==> src/rtl/reparam_sampler_if.sv <==
// Handshake bundle for reparam_sampler: mu/sigma/eps in, z/idx/last out.
// slave = the sampler itself, master = the upstream/downstream environment.
interface reparam_sampler_if #(
  parameter int BITSIZE    = 20,
  parameter int LATENT_DIM = 4
);
  localparam int IDXW = (LATENT_DIM > 1) ? $clog2(LATENT_DIM) : 1;

  logic                      in_valid;
  logic                      in_ready;
  logic signed [BITSIZE-1:0] mu;
  logic signed [BITSIZE-1:0] sigma;
  logic signed [BITSIZE-1:0] eps;
  logic                      out_valid;
  logic                      out_ready;
  logic signed [BITSIZE-1:0] out_z;
  logic [IDXW-1:0]           out_idx;
  logic                      out_last;

  modport slave (
    input  in_valid, mu, sigma, eps, out_ready,
    output in_ready, out_valid, out_z, out_idx, out_last
  );

  modport master (
    output in_valid, mu, sigma, eps, out_ready,
    input  in_ready, out_valid, out_z, out_idx, out_last
  );
endinterface

==> src/rtl/reparam_sampler.sv <==
// reparam_sampler: z = mu + sigma * eps, 3-stage valid/ready pipeline with a
// latent-index counter. Optional feature macro: SAMPLER_SATURATE_EN (clamp r
// and s to the signed BITSIZE range instead of wrapping).
module reparam_sampler #(
  parameter int BITSIZE    = 20,
  parameter int FRAC       = 15,
  parameter int LATENT_DIM = 4
) (
  input  logic              clk,
  input  logic              rst,
  reparam_sampler_if.slave  bus
);
  localparam int IDXW = (LATENT_DIM > 1) ? $clog2(LATENT_DIM) : 1;
  localparam int PW   = 2 * BITSIZE;
  localparam logic signed [PW-1:0] HALF = PW'(1) << (FRAC - 1);
`ifdef SAMPLER_SATURATE_EN
  localparam int RW = PW - FRAC;
  localparam logic signed [BITSIZE-1:0] MAXB = {1'b0, {(BITSIZE-1){1'b1}}};
  localparam logic signed [BITSIZE-1:0] MINB = {1'b1, {(BITSIZE-1){1'b0}}};
`endif

  logic                      advance;
  logic                      v1_q, v1_d, v2_q, v2_d, v3_q, v3_d;
  logic signed [BITSIZE-1:0] mu1_q, mu1_d, sg1_q, sg1_d, ep1_q, ep1_d;
  logic signed [BITSIZE-1:0] mu2_q, mu2_d, r2_q, r2_d;
  logic signed [BITSIZE-1:0] z_q, z_d;
  logic [IDXW-1:0]           idx_q, idx_d;
  logic                      last_q, last_d;
  logic signed [PW-1:0]      prod;
  logic signed [BITSIZE-1:0] r_red, s_red;
`ifdef SAMPLER_SATURATE_EN
  logic signed [RW-1:0]      r_wide;
  logic [RW-BITSIZE:0]       r_top;
  logic signed [BITSIZE:0]   s_wide;
`endif

  assign advance       = !v3_q || bus.out_ready;
  assign bus.in_ready  = advance;
  assign bus.out_valid = v3_q;
  assign bus.out_z     = z_q;
  assign bus.out_idx   = idx_q;
  assign bus.out_last  = last_q;

  // Stage-2/3 arithmetic: rounded product and final sum.
  always_comb begin
    prod = PW'(sg1_q) * PW'(ep1_q);
`ifdef SAMPLER_SATURATE_EN
    r_wide = RW'((prod + HALF) >>> FRAC);
    r_top  = r_wide[RW-1:BITSIZE-1];
    r_red  = r_wide[BITSIZE-1:0];
    if (!(&r_top) && (|r_top)) r_red = r_wide[RW-1] ? MINB : MAXB;
    s_wide = {mu2_q[BITSIZE-1], mu2_q} + {r2_q[BITSIZE-1], r2_q};
    s_red  = s_wide[BITSIZE-1:0];
    if (s_wide[BITSIZE] != s_wide[BITSIZE-1]) s_red = s_wide[BITSIZE] ? MINB : MAXB;
`else
    // wrapping mode: truncating r first and adding at BITSIZE equals the
    // BITSIZE+1-bit sum reduced to BITSIZE (modular arithmetic)
    r_red = BITSIZE'((prod + HALF) >>> FRAC);
    s_red = mu2_q + r2_q;
`endif
  end

  // Next-state: whole pipeline shifts on advance, index counts output transfers.
  always_comb begin
    v1_d = v1_q; mu1_d = mu1_q; sg1_d = sg1_q; ep1_d = ep1_q;
    v2_d = v2_q; mu2_d = mu2_q; r2_d = r2_q;
    v3_d = v3_q; z_d = z_q;
    idx_d = idx_q;
    if (advance) begin
      v1_d = bus.in_valid;
      if (bus.in_valid) begin
        mu1_d = bus.mu; sg1_d = bus.sigma; ep1_d = bus.eps;
      end
      v2_d = v1_q;
      if (v1_q) begin
        mu2_d = mu1_q; r2_d = r_red;
      end
      v3_d = v2_q;
      if (v2_q) z_d = s_red;
    end
    if (v3_q && bus.out_ready)
      idx_d = (idx_q == IDXW'(LATENT_DIM - 1)) ? '0 : idx_q + 1'b1;
    last_d = v3_d && (idx_d == IDXW'(LATENT_DIM - 1));
  end

  // State registers with synchronous reset.
  always_ff @(posedge clk) begin
    if (rst) begin
      v1_q <= 1'b0; v2_q <= 1'b0; v3_q <= 1'b0;
      mu1_q <= '0; sg1_q <= '0; ep1_q <= '0;
      mu2_q <= '0; r2_q <= '0;
      z_q <= '0; idx_q <= '0; last_q <= 1'b0;
    end else begin
      v1_q <= v1_d; v2_q <= v2_d; v3_q <= v3_d;
      mu1_q <= mu1_d; sg1_q <= sg1_d; ep1_q <= ep1_d;
      mu2_q <= mu2_d; r2_q <= r2_d;
      z_q <= z_d; idx_q <= idx_d; last_q <= last_d;
    end
  end
endmodule

==> src/flat_wrapper.sv <==
// flat-port wrapper written by rule: the top's interface ports become plain ports
module reparam_sampler_flat 
#(
  parameter int BITSIZE    = 20,
  parameter int FRAC       = 15,
  parameter int LATENT_DIM = 4
)
  (clk, rst, bus_in_valid, bus_mu, bus_sigma, bus_eps, bus_out_ready, bus_in_ready, bus_out_valid, bus_out_z, bus_out_idx, bus_out_last);
  reparam_sampler_if #(.BITSIZE(BITSIZE), .LATENT_DIM(LATENT_DIM)) bus_i ();
  input  logic clk;
  input  logic rst;
  input wire logic [$bits(bus_i.in_valid)-1:0] bus_in_valid;
  input wire logic [$bits(bus_i.mu)-1:0] bus_mu;
  input wire logic [$bits(bus_i.sigma)-1:0] bus_sigma;
  input wire logic [$bits(bus_i.eps)-1:0] bus_eps;
  input wire logic [$bits(bus_i.out_ready)-1:0] bus_out_ready;
  output wire logic [$bits(bus_i.in_ready)-1:0] bus_in_ready;
  output wire logic [$bits(bus_i.out_valid)-1:0] bus_out_valid;
  output wire logic [$bits(bus_i.out_z)-1:0] bus_out_z;
  output wire logic [$bits(bus_i.out_idx)-1:0] bus_out_idx;
  output wire logic [$bits(bus_i.out_last)-1:0] bus_out_last;
  assign bus_i.in_valid = bus_in_valid;
  assign bus_i.mu = bus_mu;
  assign bus_i.sigma = bus_sigma;
  assign bus_i.eps = bus_eps;
  assign bus_i.out_ready = bus_out_ready;
  assign bus_in_ready = bus_i.in_ready;
  assign bus_out_valid = bus_i.out_valid;
  assign bus_out_z = bus_i.out_z;
  assign bus_out_idx = bus_i.out_idx;
  assign bus_out_last = bus_i.out_last;
  reparam_sampler #(.BITSIZE(BITSIZE), .FRAC(FRAC), .LATENT_DIM(LATENT_DIM)) u_core (.clk(clk), .rst(rst), .bus(bus_i));
endmodule
==> config.mk <==
export PLATFORM = sky130hd
export DESIGN_NAME = reparam_sampler_flat
export DESIGN_NICKNAME = d
export VERILOG_FILES = /design/src/rtl/reparam_sampler_if.sv /design/src/rtl/reparam_sampler.sv /design/src/flat_wrapper.sv
export SDC_FILE = /design/constraint.sdc
export NUM_CORES = 1
export LEC_CHECK = 0
export BUFFER_PORTS_ARGS = -buffer_cell sky130_fd_sc_hd__buf_2
export CAP_MARGIN = 10
export CORE_MARGIN = 4
export CORE_UTILIZATION = 65
export DETAILED_ROUTE_END_ITERATION = 10
export PLACE_DENSITY = 0.87
export RECOVER_POWER = 50
export SLEW_MARGIN = 10
export SYNTH_ARGS = -nofsm -noshare
export SYNTH_HDL_FRONTEND = slang
export SYNTH_SLANG_ARGS = --single-unit
==> constraint.sdc <==
create_clock -name clk -period 8.25 [get_ports clk]
set_input_delay 2.0625 -clock clk [delete_from_list [all_inputs] [get_ports clk]]
set_output_delay 2.0625 -clock clk [all_outputs]
set_load 0.01 [all_outputs]
==> run_results.csv, run 1 <==
group,metric,value,unit
synthesis,synthMuxAreaShare,0.160,%
finish,drive_gt1_share,5.08,%
clocking,cts_setup_buffers,0,
floorplanning,die_w,178,um
timing,hold_viol,0,
worst_setup_path,worstPathRequired,8410,ps
global_route,grt_first_pass_wirelength,78.3,mm
synthesis,ys.flop_type,"dfxtp_1",
timing,timing.clock.skew,21.6,ps
synthesis,yosysMostFrequentCell,"inv_1",
worst_setup_path,cp.arrival,7450,ps
clocking,path_clk_slew,70,ps
synthesis,synth_xor_area_share,1.96,%
timing,worst_pin_slew,3230,ps
outcome,violations,"max-capacitance violations, max-slew violations",
worst_setup_path,cp-start-kind,"flip-flop",
clocking,clock_path_buffers,2,
power,seqPwrFrac,29.5,%
outcome,run_status,"finished, violations left",
timing,finalCritPeriodShare,88.4,%
clocking,cts_tree,"built",
clocking,cts_hold_buf,0,
worst_setup_path,path_delay_family,"adder cells",
synthesis,yosysWarningCount,0,
route,firstDrtPassIters,8,
timing,fmax,137,MHz
power,worst_ir_drop_vdd,132,uV
clocking,cts-root-buf,"clkbuf_16",
synthesis,yosys.area_share.simple,18.4,%
synthesis,synth_area_leader_cell,"fa_1",
timing,tns,0,ps
worst_setup_path,slowest_delay,1040,ps
finish,area_growth,6.05,%
global_route,overflow,0,
synthesis,seq_area_frac_synth,13.4,%
route,route.met3.wl,4.15,mm
floorplanning,initial_core_util,66.6,%
power,p_clk_share,32.5,%
place,io_buffer_count,88,
synthesis,ys_seq_elements,126,
timing,rsz0062_at_grt,"no",
synthesis,synth_edf_count,0,
finish,fillers,2060,
synthesis,synth_top_family_by_area,"adder cells",
power,combPwrFrac,38.0,%
worst_setup_path,cp_common_cell,"fa_1",
synthesis,synth.area.top_cells,"fa_1 (40%), dfxtp_1 (13%), inv_1 (8.6%)",
place,dp_hpwl,35.6,mm
synthesis,synth_area,18800,um2
route,drc_errors,0,
floorplanning,core_area,28200,um2
synthesis,synthCells,2168,
route,wl_met1,17.0,mm
timing,period_needed,7290,ps
worst_setup_path,critPathMaxFanout,21,
power,switching_power,999,uW
route,post_drt_wl_per_cell,18.0,um
finish,fin_nets,2724,
worst_setup_path,crit_type,"flip-flop to flip-flop",
synthesis,synth_nets,2721,
route,ant_nets,0,
global_route,grt_max_degree,71,
worst_setup_path,crit_path_top_delay_cell,"dfxtp_1",
power,power.density,125,nW/um2
clocking,ctsResizeCount,0,
route,drt-initial-drc-count,1290,
floorplanning,rows,61,
synthesis,synth_top_cell_area_share,39.8,%
route,dr.max_layer_used,"met4",
route,wirelength,46.1,mm
hold_path,hold_class,"flip-flop to flip-flop",
clocking,htreeDepth,4,
timing,hold_slack,450,ps
clocking,cts_num_sinks,126,
global_route,antenna_found_initial,0,
worst_setup_path,crit_chain,"nand2_1 -> fa_1 -> inv_1 -> fa_1 -> inv_1 -> fa_1 -> inv_1 -> fa_1 -> fa_1 -> fa_1 -> inv_1 -> fa_1 -> inv_1 -> ha_1 -> a21o_1 -> a21o_1 -> a21o_1 -> a21oi_1 -> o21ai_0 -> a31oi_1 -> o211ai_1 -> o2111ai_1 -> a21oi_1",
synthesis,async_flop_share,0,%
route,via_per_inst,5.75,
finish,antenna_cells,0,
synthesis,synth_fa_ha_area_share,47.5,%
power,power.internal,1490,uW
synthesis,synth_compound_area_share,7.60,%
flow_run,max_cap_violations,3,
synthesis,synth_common_cells,"inv_1 (429), fa_1 (373), nand2_1 (373)",
synthesis,synth_cell_types,58,
global_route,grt_pass1_vias,16249,
clocking,clk_latency,440,ps
floorplanning,ios,89,
power,netSwitchingFraction,40.1,%
route,num_vias,14737,
route,wl_met2,23.0,mm
timing,drv_slew,189,
clocking,numCtsBuffers,17,
global_route,grtUsageTotal,31.2,%
worst_setup_path,worstPathBufferInverterCount,5,
timing,max-slew-margin-rel,-115,%
worst_setup_path,end_kind,"flip-flop",
floorplanning,die_area,31700,um2
place,routabilityCongestion,0.905,
floorplanning,die_height,178,um
power,p_leak,0.00973,uW
synthesis,syn_avg_cell_area,8.66,um2
timing,finalSetupViolations,0,
## cell families after synthesis
kind of cell	Yosys count
DFF	126
buffers and inverters	547
muxes	3
adders and majority gates	489
and+or+nand+nor	719
xor gates and xnor gates	42
AOI/OAI and AO/OA	242
## path summary, 6_finish.rpt
path / slack, ps / startpoint / cells after the start / end
max: 960 / u_core.ep1_q[11] / 23 / u_core.r2_q[15]
min: 450 / u_core.mu1_q[9] / 2 / u_core.mu2_q[9]
max reg2reg: 960 / u_core.ep1_q[11] / 23 / u_core.r2_q[15]
min reg2reg: 450 / u_core.mu1_q[9] / 2 / u_core.mu2_q[9]
## power by group through the flow
stage,Combinational (uW),Sequential (uW),Clock [uW]
finish,944,733,809
global route,1070,738,833
CTS,941,728,807
detailed placement,922,741,0
global placement,893,737,0
floorplan,711,679,0
## cell type report
type | instances | area [um2] | share of cell area, %
Sequential cell | 126 | 2520 | 12.7
Clock buffer | 18 | 429 | 2.16
Tap cell | 378 | 473 | 2.38
Timing Repair Buffer | 101 | 498 | 2.50
Multi-Input combinational cell | 1495 | 14200 | 71.3
Inverter | 430 | 1610 | 8.11
Clock inverter | 14 | 171 | 0.861
## worst min-delay path, delay by kind of cell (launching register included)
family | cells | cell delay [ps]
DFF | 1 | 310
and+or+nand+nor | 1 | 50
AOI/OAI and AO/OA | 1 | 50
## flip-flops by register name (all words and copies together) (netlist names), 2 cells and up
name and cells:
u_core.sg1_q 20, u_core.bus.out_idx 2, u_core.bus.out_z 20, u_core.mu1_q 20, u_core.ep1_q 20, u_core.r2_q 20
u_core.mu2_q 20
## per-layer routing
| layer | global-route usage [%] | up-vias |
|---|---|---|
| met3 | 6.71 | 179 |
| met4 | 13.4 | 0 |
| li1 | - | 6518 |
| met1 | 38.8 | 7302 |
| met2 | 52.8 | 738 |
| met5 | 0 | - |
## cells in the final DEF (no fill, tap or decap), drive strengths merged, types with 3 or more instances in the layout
| cell | n |
|---|---|
| clkinv | 4 |
| o21ai | 27 |
| dfxtp | 126 |
| mux2i | 3 |
| and4 | 3 |
| a21o | 18 |
| fa | 373 |
| ha | 116 |
| a211oi | 8 |
| o31ai | 3 |
| nor2 | 39 |
| nand2b | 11 |
| nor2b | 6 |
| and3 | 9 |
| nand3 | 19 |
| nand4 | 5 |
| nor3 | 12 |
| nand3b | 3 |
| a21oi | 141 |
| or3 | 5 |
| o21a | 4 |
| o31a | 3 |
| inv | 437 |
| xor2 | 6 |
| buf | 73 |
| a31oi | 9 |
| xnor2 | 36 |
| nand2 | 373 |
| o211ai | 5 |
| and2 | 226 |
| clkbuf | 46 |
## metrics by stage
step	instance area, um2	setup WS [ps]	power [uW]	util (%)	instances
final	19900	956	2490	70.7	2562
after global routing	19900	585	2640	70.7	2562
after CTS	19900	1090	2480	70.8	2562
after detailed placement	19300	1170	1660	68.7	2530
after global placement	19300	1250	1630	68.7	2530
after floorplan	18800	1880	1390	-	2168
Note: power is estimated with default switching activity, not from simulation.
==> run 2: changes to the inputs <==
--- a/config.mk
+++ b/config.mk
@@ -8,9 +8,9 @@
 export BUFFER_PORTS_ARGS = -buffer_cell sky130_fd_sc_hd__buf_2
 export CAP_MARGIN = 10
 export CORE_MARGIN = 4
-export CORE_UTILIZATION = 65
+export CORE_UTILIZATION = 60
 export DETAILED_ROUTE_END_ITERATION = 10
-export PLACE_DENSITY = 0.87
+export PLACE_DENSITY = 0.81
 export RECOVER_POWER = 50
 export SLEW_MARGIN = 10
 export SYNTH_ARGS = -nofsm -noshare
==> run_results.csv, run 2 (synthesis gave the netlist of run 1 again) <==
group,metric,value,unit
power,p_leak,0.00971,uW
place,placed_area,19400,um2
floorplanning,die_w,185,um
route,post_drt_wl_per_cell,17.7,um
timing,setup_ws,953,ps
worst_setup_path,cp.arrival,7580,ps
outcome,violations,"max-capacitance violations, max-slew violations",
global_route,grtUsageTotal,28.4,%
clocking,clock_path_buffers,2,
finish,antenna_cells,0,
place,dp_hpwl,35.7,mm
clocking,cts_hold_buf,0,
worst_setup_path,critPathLaunch,"u_core.sg1_q[7]",
timing,worst_pin_slew,2920,ps
power,power.density,122,nW/um2
route,num_vias,14556,
finish,fillers,2538,
worst_setup_path,worstPathRequired,8530,ps
timing,finalCritPeriodShare,88.4,%
clocking,ctsResizeCount,0,
timing,rsz0062_at_grt,"no",
place,place_inst,2547,
clocking,htreeDepth,4,
route,ant_nets,0,
worst_setup_path,critPathMaxFanout,21,
floorplanning,rows,64,
clocking,path_clk_slew,80,ps
finish,postLayoutCellArea,19900,um2
worst_setup_path,reg2reg_from,"u_core.sg1_q[7]",
finish,drive_gt1_share,5.13,%
clocking,cts-root-buf,"clkbuf_16",
global_route,grt_max_degree,68,
clocking,cts_setup_buffers,0,
power,total_power,2420,uW
timing,fmax,137,MHz
floorplanning,ios,89,
place,io_buffer_count,88,
power,worst_ir_drop_vdd,130,uV
route,wirelength,45.7,mm
route,firstDrtPassIters,5,
floorplanning,initial_core_util,61.0,%
timing,max-slew-margin-rel,-95.0,%
route,drt-initial-drc-count,1051,
global_route,antenna_found_initial,0,
finish,final_common_cell,"inv_1",
finish,instances_no_fill,2579,
place,dp_slack,994,ps
clocking,cts_num_sinks,126,
global_route,grt_first_pass_wirelength,78.1,mm
finish,fin_nets,2723,
hold_path,hp-start,"u_core.mu1_q[8]",
global_route,overflow,0,
hold_path,hold_class,"flip-flop to flip-flop",
worst_setup_path,cp-start-kind,"flip-flop",
flow_run,max_cap_violations,2,
timing,period_needed,7300,ps
route,via_per_inst,5.64,
finish,area_growth,6.00,%
worst_setup_path,end_kind,"flip-flop",
global_route,grt_pass1_vias,16103,
worst_setup_path,crit_type,"flip-flop to flip-flop",
timing,hold_viol,0,
timing,finalSetupViolations,0,
floorplanning,die_area,34200,um2
place,routabilityCongestion,0.912,
timing,drv_slew,127,
floorplanning,core_area,30700,um2
outcome,run_status,"finished, violations left",
route,drc_errors,0,
floorplanning,die_height,185,um
clocking,clk_latency,430,ps
timing,timing.clock.skew,17.6,ps
clocking,numCtsBuffers,17,
finish,final_cell_mix,"inv_1 (429), fa_1 (373), nand2_1 (372)",
timing,tns,0,ps
clocking,cts_tree,"built",
-- run 2: cell count changes in the layout (fill, tap and decap cells not counted), sizes merged --
cell | before | now
inv | 437 | 438
bufinv | 2 | 0
clkinvlp | 1 | 3
clkbuf | 46 | 44
-- run 2: path summary, 6_finish.rpt --
kind	depth (start not counted)	endpoint	slack, ps
setup reg to reg	22	u_core.r2_q[19]	950
hold reg to reg	2	u_core.mu2_q[8]	450
setup / recovery	22	u_core.r2_q[19]	950
hold / removal	2	u_core.mu2_q[8]	450
-- run 2: area by class of cell --
type | instances | area [um2] | share of cell area, %
inverter | 430 | 1610 | 8.11
clock inverter | 15 | 146 | 0.736
multi-input combinational | 1495 | 14200 | 71.4
timing repair buffer | 100 | 494 | 2.48
sequential | 126 | 2520 | 12.7
tap | 396 | 495 | 2.49
clock buffer | 17 | 425 | 2.14
-- run 2: metal layers --
layer  up-vias  wire [um]  global-route usage [%]
li1       6520          -                       -
met1      7346      17900                    35.4
met2       559      23300                    50.2
met3       131       2950                    4.32
met4         0       1590                    10.7
met5         -          0                       0
-- run 2: through the flow --
| stage | hold slack, ps | utilization, % |
|---|---|---|
| 5_1_grt | 467 | 64.7 |
| 2_1_floorplan | 432 | - |
| 3_5_place_dp | 443 | 63.0 |
| 6_report | 447 | 64.7 |
| 3_3_place_gp | 437 | 63.0 |
| 4_1_cts | 449 | 64.8 |
-- run 2: critical path, cell delays in order (launching register included) --
cell	delay, ps
dfxtp_1	950
and2_1	270
fa_1	450
fa_1	530
inv_1	60
fa_1	490
inv_1	60
fa_1	450
ha_1	300
fa_1	480
inv_1	50
fa_1	470
inv_1	40
ha_1	280
nand2_1	70
o21ai_0	130
a221oi_1	630
o31ai_1	240
a311oi_1	540
a41oi_1	230
nor3_1	220
xnor2_1	150
a21oi_1	90
-- run 2: report_power, final --
group | internal, uW | total (uW) | leakage, uW | switching, uW
combinational | 380 | 933 | 0.00841 | 552
clock | 401 | 752 | 0.000273 | 351
sequential | 646 | 737 | 0.00103 | 91.1
==> run 3: changes to the inputs <==
--- a/config.mk
+++ b/config.mk
@@ -5,6 +5,7 @@
 export SDC_FILE = /design/constraint.sdc
 export NUM_CORES = 1
 export LEC_CHECK = 0
+export ABC_AREA = 1
 export BUFFER_PORTS_ARGS = -buffer_cell sky130_fd_sc_hd__buf_2
 export CAP_MARGIN = 10
 export CORE_MARGIN = 4
@@ -12,6 +13,7 @@
 export DETAILED_ROUTE_END_ITERATION = 10
 export PLACE_DENSITY = 0.81
 export RECOVER_POWER = 50
+export SKIP_CTS_REPAIR_TIMING = 1
 export SLEW_MARGIN = 10
 export SYNTH_ARGS = -nofsm -noshare
 export SYNTH_HDL_FRONTEND = slang
==> run_results.csv, run 3 <==
group,metric,value,unit
outcome,run_status,"finished, violations left",
outcome,violations,"max-capacitance violations, max-slew violations",
global_route,grt_first_pass_wirelength,90.8,mm
timing,drv_slew,187,
timing,fmax,146,MHz
finish,postLayoutCoreUtil,65.3,%
finish,drive_gt1_share,5.70,%
worst_setup_path,cp.arrival,7180,ps
global_route,overflow,0,
place,routabilityCongestion,0.961,
worst_setup_path,crit_chain,"nand2_1 -> fa_1 -> inv_1 -> fa_1 -> inv_1 -> fa_1 -> inv_1 -> fa_1 -> inv_1 -> fa_1 -> fa_1 -> fa_1 -> inv_1 -> ha_1 -> inv_1 -> o21bai_1 -> a21oi_1 -> o21ai_0 -> a21oi_1 -> a21oi_1 -> o21ai_1 -> inv_1",
global_route,grtUsageTotal,31.4,%
power,power.density,218,nW/um2
clocking,cts-root-buf,"clkbuf_16",
synthesis,synth_cell_types,47,
power,worst_ir_drop_vdd,166,uV
timing,setup_ws,1400,ps
clocking,clk_latency,450,ps
synthesis,synthMuxAreaShare,0.0496,%
timing,max-slew-margin-rel,-108,%
synthesis,synth_nets,3265,
route,post_drt_wl_per_cell,17.1,um
floorplanning,ios,89,
timing,finalCritPeriodShare,83.0,%
timing,finalSetupViolations,0,
route,ant_nets,0,
timing,hold_viol,0,
floorplanning,initial_core_util,61.4,%
timing,tns,0,ps
worst_setup_path,end_kind,"flip-flop",
clocking,cts_num_sinks,126,
clocking,htreeDepth,4,
place,io_buffer_count,88,
worst_setup_path,critPathMaxFanout,21,
route,via_per_inst,5.29,
synthesis,yosys.area_share.simple,19.1,%
place,dp_slack,1450,ps
worst_setup_path,slowest_delay,950,ps
worst_setup_path,crit_path_top_delay_cell,"dfxtp_1",
worst_setup_path,worstPathRequired,8580,ps
flow_run,max_cap_violations,3,
global_route,antenna_found_initial,1,
synthesis,synth_xor_area_share,1.04,%
synthesis,ys_seq_elements,126,
hold_path,hold_class,"flip-flop to flip-flop",
synthesis,synth_fa_ha_area_share,44.2,%
synthesis,synth_common_cells,"inv_1 (751), nand2_1 (547), fa_1 (373)",
worst_setup_path,crit_type,"flip-flop to flip-flop",
synthesis,ys.flop_type,"dfxtp_1",
clocking,clock_path_buffers,2,
synthesis,synth_top_cell_area_share,37.0,%
synthesis,seq_area_frac_synth,12.5,%
finish,area_growth,6.35,%
place,place_inst,3145,
route,num_vias,16798,
synthesis,synth_top_family_by_area,"adder cells",
floorplanning,die_area,36600,um2
global_route,grt_max_degree,85,
place,dp_hpwl,44.2,mm
floorplanning,core_area,32900,um2
synthesis,async_flop_share,0,%
worst_setup_path,cp-start-kind,"flip-flop",
clocking,cts_tree,"built",
floorplanning,die_w,191,um
timing,worst_pin_slew,3120,ps
route,drc_errors,0,
route,wirelength,54.5,mm
route,drt-initial-drc-count,1239,
timing,hold_slack,468,ps
worst_setup_path,worst-r2r-setup-slack,1400,ps
timing,timing.clock.skew,19.4,ps
timing,rsz0062_at_grt,"no",
synthesis,synth.area.top_cells,"fa_1 (37%), inv_1 (14%), dfxtp_1 (13%)",
synthesis,syn_avg_cell_area,7.44,um2
power,p_leak,0.0126,uW
floorplanning,die_height,191,um
synthesis,synth_area,20200,um2
finish,fin_nets,3275,
finish,instances_no_fill,3178,
synthesis,yosysMostFrequentCell,"inv_1",
route,firstDrtPassIters,6,
synthesis,synthCells,2712,
synthesis,synth_edf_count,0,
finish,final_common_cell,"inv_1",
synthesis,synth_area_leader_cell,"fa_1",
clocking,numCtsBuffers,17,
synthesis,yosysWarningCount,0,
global_route,grt_pass1_vias,18379,
clocking,path_clk_slew,70,ps
floorplanning,rows,66,
finish,final_cell_mix,"inv_1 (751), nand2_1 (546), fa_1 (373)",
synthesis,synth_compound_area_share,6.75,%
timing,period_needed,6850,ps
## run 3: path summary, 6_finish.rpt
kind                        start               to  depth (start not counted)
setup / recovery  u_core.ep1_q[6]  u_core.r2_q[17]                         22
hold / removal        u_core.v1_q      u_core.v1_q                          2
hold reg to reg       u_core.v1_q      u_core.v1_q                          2
setup reg to reg  u_core.ep1_q[6]  u_core.r2_q[17]                         22
## run 3: worst max-delay path: cells and delay by family, from the launching register on
kind	cells	cell delay, ps
buffers and inverters	7	560
adders and majority gates	8	4050
DFF	1	950
and+or+nand+nor	1	240
AOI/OAI and AO/OA	6	900
## run 3: final cells by class
type | count | area, um2
well taps | 442 | 553
repair buffers | 107 | 544
clock inverters | 14 | 200
fillers | 2837 | 11400
flip-flops and latches | 126 | 2520
multi-input cells | 1712 | 14300
inverters | 758 | 2850
diodes | 1 | 2.50
clock buffers | 18 | 439
## run 3: per-stage QoR
| stage | area (um2) | power, uW |
|---|---|---|
| CTS | 21500 | 4670 |
| detailed placement | 20900 | 3800 |
| global route | 21500 | 5150 |
| floorplan | 20200 | 2960 |
| global placement | 20900 | 3750 |
| finish | 21500 | 4670 |
## run 3: per-layer routing
layer | track usage [%] | vias to the layer above | wire [um]
li1 | - | 7816 | -
met1 | 40.5 | 8089 | 21700
met2 | 52.3 | 730 | 25800
met3 | 5.99 | 163 | 4650
met4 | 13.3 | 0 | 2290
met5 | 0 | - | 0
## run 3: power breakdown
part           leakage, uW  switching (uW)  internal (uW)
clock network     0.000311             356            498
logic               0.0113            1960           1070
registers          0.00104             120            667
## run 3: kinds of logic after synthesis
family,count (synthesis)
AOI/OAI and AO/OA,248
xor gates and xnor gates,23
muxes,1
adders and majority gates,489
DFF,126
and+or+nand+nor,951
buffers and inverters,874
